==> config.mk <==
export PLATFORM = sky130hd
export DESIGN_NAME = act_unit_arbiter
export DESIGN_NICKNAME = d
export VERILOG_FILES = /design/src/rtl/act_unit_arbiter.sv
export SDC_FILE = /design/constraint.sdc
export NUM_CORES = 1
export LEC_CHECK = 0
export ABC_CLOCK_PERIOD_IN_PS = 2200
export CORE_AREA = 2 2 181 183
export DETAILED_ROUTE_END_ITERATION = 16
export DIE_AREA = 0 0 183 185
export GPL_TIMING_DRIVEN = 0
export REMOVE_ABC_BUFFERS = 1
export SYNTH_ARGS = -nofsm -noshare
export SYNTH_HDL_FRONTEND = slang
export SYNTH_SLANG_ARGS = --single-unit
==> constraint.sdc <==
create_clock -name clk -period 2.2 [get_ports clk]
set_input_delay 0.55 -clock clk [delete_from_list [all_inputs] [get_ports clk]]
set_output_delay 0.55 -clock clk [all_outputs]
set_load 0.03 [all_outputs]
==> src/rtl/act_unit_arbiter.sv <==
// Round-robin arbiter sharing one activation unit among R requesters,
// with operand latching, start/done sequencing and a hang watchdog.
module act_unit_arbiter #(
  parameter int S       = 32,
  parameter int N       = 2,
  parameter int R       = 4,
  parameter int TIMEOUT = 1000,
  parameter int CW      = 16
) (
  input  logic             clk,
  input  logic             rst_n,
  input  logic [R-1:0]     req,
  input  logic [R*S*N-1:0] req_x,
  output logic [R-1:0]     gnt,
  output logic [R-1:0]     rsp_valid,
  output logic [S*N-1:0]   rsp_y,
  output logic             rsp_err,
  output logic             unit_start,
  output logic [S*N-1:0]   unit_x,
  input  logic [S*N-1:0]   unit_y,
  input  logic             unit_done,
  output logic             busy
);

  localparam int SN = S * N;
  localparam int PW = $clog2(R);

  typedef enum logic [2:0] {
    IDLE,
    START,
    GUARD,
    WAIT,
    RESP
  } state_t;

  state_t          state_q;
  logic [PW-1:0]   ptr_q;
  logic [PW-1:0]   sel_q;
  logic [CW-1:0]   wd_q;
  logic [R-1:0]    gnt_q;
  logic [R-1:0]    rsp_valid_q;
  logic [SN-1:0]   rsp_y_q;
  logic            rsp_err_q;
  logic            unit_start_q;
  logic [SN-1:0]   unit_x_q;
  logic            busy_q;

  logic [SN-1:0]   xv [R];
  logic [PW-1:0]   win_d;
  logic [PW-1:0]   idx;
  logic            found;

  for (genvar r = 0; r < R; r++) begin : g_x
    assign xv[r] = req_x[r*SN +: SN];
  end

  // First requester at or after ptr, wrapping mod R
  always_comb begin
    win_d = '0;
    found = 1'b0;
    idx   = '0;
    for (int i = 0; i < R; i++) begin
      idx = PW'((int'(ptr_q) + i) % R);
      if (!found && req[idx]) begin
        found = 1'b1;
        win_d = idx;
      end
    end
  end

  always_ff @(posedge clk or negedge rst_n) begin
    if (!rst_n) begin
      state_q      <= IDLE;
      ptr_q        <= '0;
      sel_q        <= '0;
      wd_q         <= '0;
      gnt_q        <= '0;
      rsp_valid_q  <= '0;
      rsp_y_q      <= '0;
      rsp_err_q    <= 1'b0;
      unit_start_q <= 1'b0;
      unit_x_q     <= '0;
      busy_q       <= 1'b0;
    end else begin
      unit_start_q <= 1'b0;
      rsp_valid_q  <= '0;
      unique case (state_q)
        IDLE: begin
          if (found) begin
            sel_q        <= win_d;
            gnt_q        <= R'(1) << win_d;
            unit_x_q     <= xv[win_d];
            unit_start_q <= 1'b1;
            busy_q       <= 1'b1;
            state_q      <= START;
          end
        end
        START: state_q <= GUARD;
        // done may still be stale from the previous op here
        GUARD: begin
          wd_q    <= '0;
          state_q <= WAIT;
        end
        WAIT: begin
          if (unit_done) begin
            rsp_y_q     <= unit_y;
            rsp_err_q   <= 1'b0;
            rsp_valid_q <= gnt_q;
            state_q     <= RESP;
          end else if (wd_q == CW'(TIMEOUT - 1)) begin
            rsp_y_q     <= '0;
            rsp_err_q   <= 1'b1;
            rsp_valid_q <= gnt_q;
            state_q     <= RESP;
          end else begin
            wd_q <= wd_q + 1'b1;
          end
        end
        RESP: begin
          ptr_q   <= (sel_q == PW'(R - 1)) ? '0 : sel_q + 1'b1;
          gnt_q   <= '0;
          busy_q  <= 1'b0;
          state_q <= IDLE;
        end
        default: state_q <= IDLE;
      endcase
    end
  end

  assign gnt        = gnt_q;
  assign rsp_valid  = rsp_valid_q;
  assign rsp_y      = rsp_y_q;
  assign rsp_err    = rsp_err_q;
  assign unit_start = unit_start_q;
  assign unit_x     = unit_x_q;
  assign busy       = busy_q;

endmodule

==> metrics <==
status=finished, final reports clean; vertical die dimension=185 microns; post-DR wirelength/cell=22.8 microns; Max IR drop VDD=599 uV; Placeable Area=0.0320 sq mm; synth warn=0; crit-path leading delay family=simple AND/OR/NAND/NOR gates; post-DP HPWL=24.9 mm; actual slew at the worst max-slew pin=0.951 ns; global routing usage on met1=24.4%; sequential share of the synthesized area=49.7%; share of synthesized flip-flops with an asynchronous set or reset=100%; commonest non-fill, non-tap cell in the layout=sky130_fd_sc_hd__clkdlybuf4s50_1; R2R depth=7; total via count after detailed routing=7985; max-slew violations=0; most used flip-flop cell after synthesis=sky130_fd_sc_hd__dfrtp_1; setup-violating endpoint count in the final report=0; Hold-fix buffers, CTS=0; final cycle utilization of the critical path=98.4%; maximum clock insertion buffer count=2; cell breakdown of the critical path=clkdlybuf4s15_1 > nor4_1 > or4_4 > inv_16 > o221ai_4 > buf_12 > buf_12 > a221oi_2 > a211oi_1; instance area at placement=0.0134 sq mm; fraction of layout instances using a drive strength above 1=13.1%; setup repair after global routing missed its margin=true; top area cells in the synthesized netlist=sky130_fd_sc_hd__dfrtp_1 50%, sky130_fd_sc_hd__mux2i_1 7.9%, sky130_fd_sc_hd__a22o_1 6.9%, sky130_fd_sc_hd__a211oi_1 5.9%, sky130_fd_sc_hd__and2_1 5.4%; f_max=462 MHz; Hold Vio Cnt, Final=0; count of cell instances traversed by the critical path=9; post-route clock skew=0.0120 ns; CP Capture Type=flop; global-route wire length before repair=53.3 mm; area grow syn2layout=80.5%; Final Core Density=45.9%; count of nets left with antenna violations after detail routing=0; number of antenna violations at the first check in global routing=6; number of cell rows=66; maximum number of pins on one net before global-route repair=107; clock latency on the worst-skew pair=0.43 ns; startpoint type of the worst setup path=primary input; global routing met3 resource utilization=7.20%; routability congestion estimate from global placement=0.783; Netlist Area Pre-Place=0.00815 sq mm; Data arrival, critical path=2.47 ns; routed wire length=36.9 mm; number of enable flip-flop cells after synthesis=0; time the final worst path needs with I/O delays and setup=2.16 ns; commonest cells after routing, fill and taps aside=460 x sky130_fd_sc_hd__clkdlybuf4s50_1, 159 x sky130_fd_sc_hd__dfrtp_1, 82 x sky130_fd_sc_hd__nor2_1; most congested layer reported by global routing=met2; worst min path class=primary input to asynchronous set/reset pin; DRC violations left=0; Static Leakage=6.04 nW; Yosys top cell by area=sky130_fd_sc_hd__dfrtp_1; DRT Pass-1 Iters=4; share of the synthesized area in the top cell type=49.7%; Tot GR Track Use=21.4%; largest incremental delay on the critical path=0.61 ns; clock tree from TritonCTS=yes; Slowest-stage cell, CP=sky130_fd_sc_hd__or4_4; worst slew slack as a fraction of its limit=36.3%; x dimension of the die=183 microns; Num Clock Sinks=162; CP most frequent cell=sky130_fd_sc_hd__buf_12; Avg Synthesized Cell Area=11.2 sq um; DIE AREA=0.0339 sq mm; total number of nets in the final design=1524; required time reported for the critical path endpoint=2.51 ns; cts bufs inserted=17; count of unique library cells instantiated by Yosys=46; starting density of the core=25.4%; number of filler instances in the final layout=3012; number of violations of the max-capacitance limit=0; root buffer selected by CTS=sky130_fd_sc_hd__clkbuf_16; global-route congestion overflow total=0; gate count after technology mapping=731; power density over the cells=1310 mW/mm^2; CP bufs+invs=4; fin area=0.0147 sq mm; Fin Setup TNS=0 ns; Boundary Pins=466; number of global-route vias before repair=8298; Critical Path Fanout Max=24; met2 global-route usage=37.9%; count of buffers inserted at the top-level ports=465; number of H-tree branching levels=4; Worst-path clk slew=0.08 ns; register bit count reported by yosys=162; Critical Setup Path Class=primary input to flop; number of design-rule violations left by the first detailed-router iteration=341; worst slack on hold paths=0.0493 ns; vias per cell=4.94
==> what timing repair did <==
action / 4_1_cts / 5_1_grt
pin swaps: 6 / 5
resized for setup: 47 / 24
gates cloned: 9 / 0
setup endpoints to repair: 116 / 96
setup buffers: 16 / 6
==> cell usage after synthesis, types with 5 or more instances <==
master / number
sky130_fd_sc_hd__dfrtp_1: 162
sky130_fd_sc_hd__nor2_1: 84
sky130_fd_sc_hd__and2_1: 70
sky130_fd_sc_hd__a211oi_1: 64
sky130_fd_sc_hd__a22o_1: 64
sky130_fd_sc_hd__mux2i_1: 64
sky130_fd_sc_hd__a221oi_1: 37
sky130_fd_sc_hd__buf_2: 29
sky130_fd_sc_hd__a221oi_2: 27
sky130_fd_sc_hd__clkbuf_1: 26
sky130_fd_sc_hd__nand2_1: 17
sky130_fd_sc_hd__xor2_1: 12
sky130_fd_sc_hd__nand3_1: 9
sky130_fd_sc_hd__o21ai_0: 7
sky130_fd_sc_hd__nand4_1: 5
==> power breakdown <==
group / leakage (nW) / switching [mW] / internal (mW)
Sequential: 1.95 / 0.698 / 4.26
Combinational: 3.77 / 6.32 / 4.75
Clock: 0.314 / 1.39 / 1.87
Total: 6.04 / 8.40 / 10.9
==> cell type report <==
class                      count  area [sq um]  area share (%)
clock buffer                  18           439            2.98
timing repair buffer         505          5280            35.9
antenna                        2          5.00          0.0340
multi-input combinational    502          4180            28.4
timing repair inverter         2          20.0           0.136
clock inverter                14           191            1.30
tap                          408           510            3.47
inverter                       5          35.0           0.238
sequential                   162          4060            27.6
==> routing by layer <==
metal  routed length [microns]  vias up  share of wire, %
li1                          -     3707                 -
met1                     14700     3895                40
met2                     18500      340                50
met3                      2910       35               7.9
met4                       718        8               1.9
met5                        54        -              0.15
==> worst register-to-register path: cells and delay by family, from the launching register on <==
family          cells  cell delay (ns)
simple gates        3             0.81
flops               1             0.45
buf+inv             2             0.40
compound gates      2             0.40
==> per-stage QoR <==
step	power (mW)	setup slack, ns	std cells
global route	20.3	-0.0553	1617
CTS	19.4	-0.0605	1610
floorplan	10.5	-3.02	666
global placement	14.8	-7.02	1539
finish	19.3	0.0362	1618
detailed placement	15.1	-2.36	1553
==> cell families after synthesis <==
kind of cell / count (synthesis) / share of synthesized area [%]
buffers and inverters: 70 / 4.08
DFF: 162 / 49.7
adders and majority gates: 2 / 0.307
and+or+nand+nor: 204 / 12.7
AOI/OAI and AO/OA: 212 / 23.4
xor gates and xnor gates: 15 / 1.61
muxes: 66 / 8.13
==> registers in the layout (all words and copies together) (netlist names) <==
register and flops:
unit_start 1, sel_q 2, gnt 4, unit_x 64
rsp_valid 4, wd_q 16, state_q 3, ptr_q 2
rsp_y 64, busy 1, rsp_err 1
==> path summary, 6_finish.rpt <==
| check | startpoint | endpoint | slack [ns] |
|---|---|---|---|
| setup reg to reg | wd_q[3]$_DFFE_PN0P_ | rsp_y[3]$_DFFE_PN0P_ | 0.04 |
| setup / recovery | req[2] | unit_x[29]$_DFFE_PN0P_ | 0.04 |
| hold reg to reg | ptr_q[0]$_DFFE_PN0P_ | ptr_q[0]$_DFFE_PN0P_ | 0.49 |
| hold / removal | rst_n | rsp_y[14]$_DFFE_PN0P_ | 0.05 |
| min in group clk | ptr_q[0]$_DFFE_PN0P_ | ptr_q[0]$_DFFE_PN0P_ | 0.49 |
| max in group asynchronous | rst_n | unit_x[19]$_DFFE_PN0P_ | 1.24 |
Power figures use the tool's default switching activity.
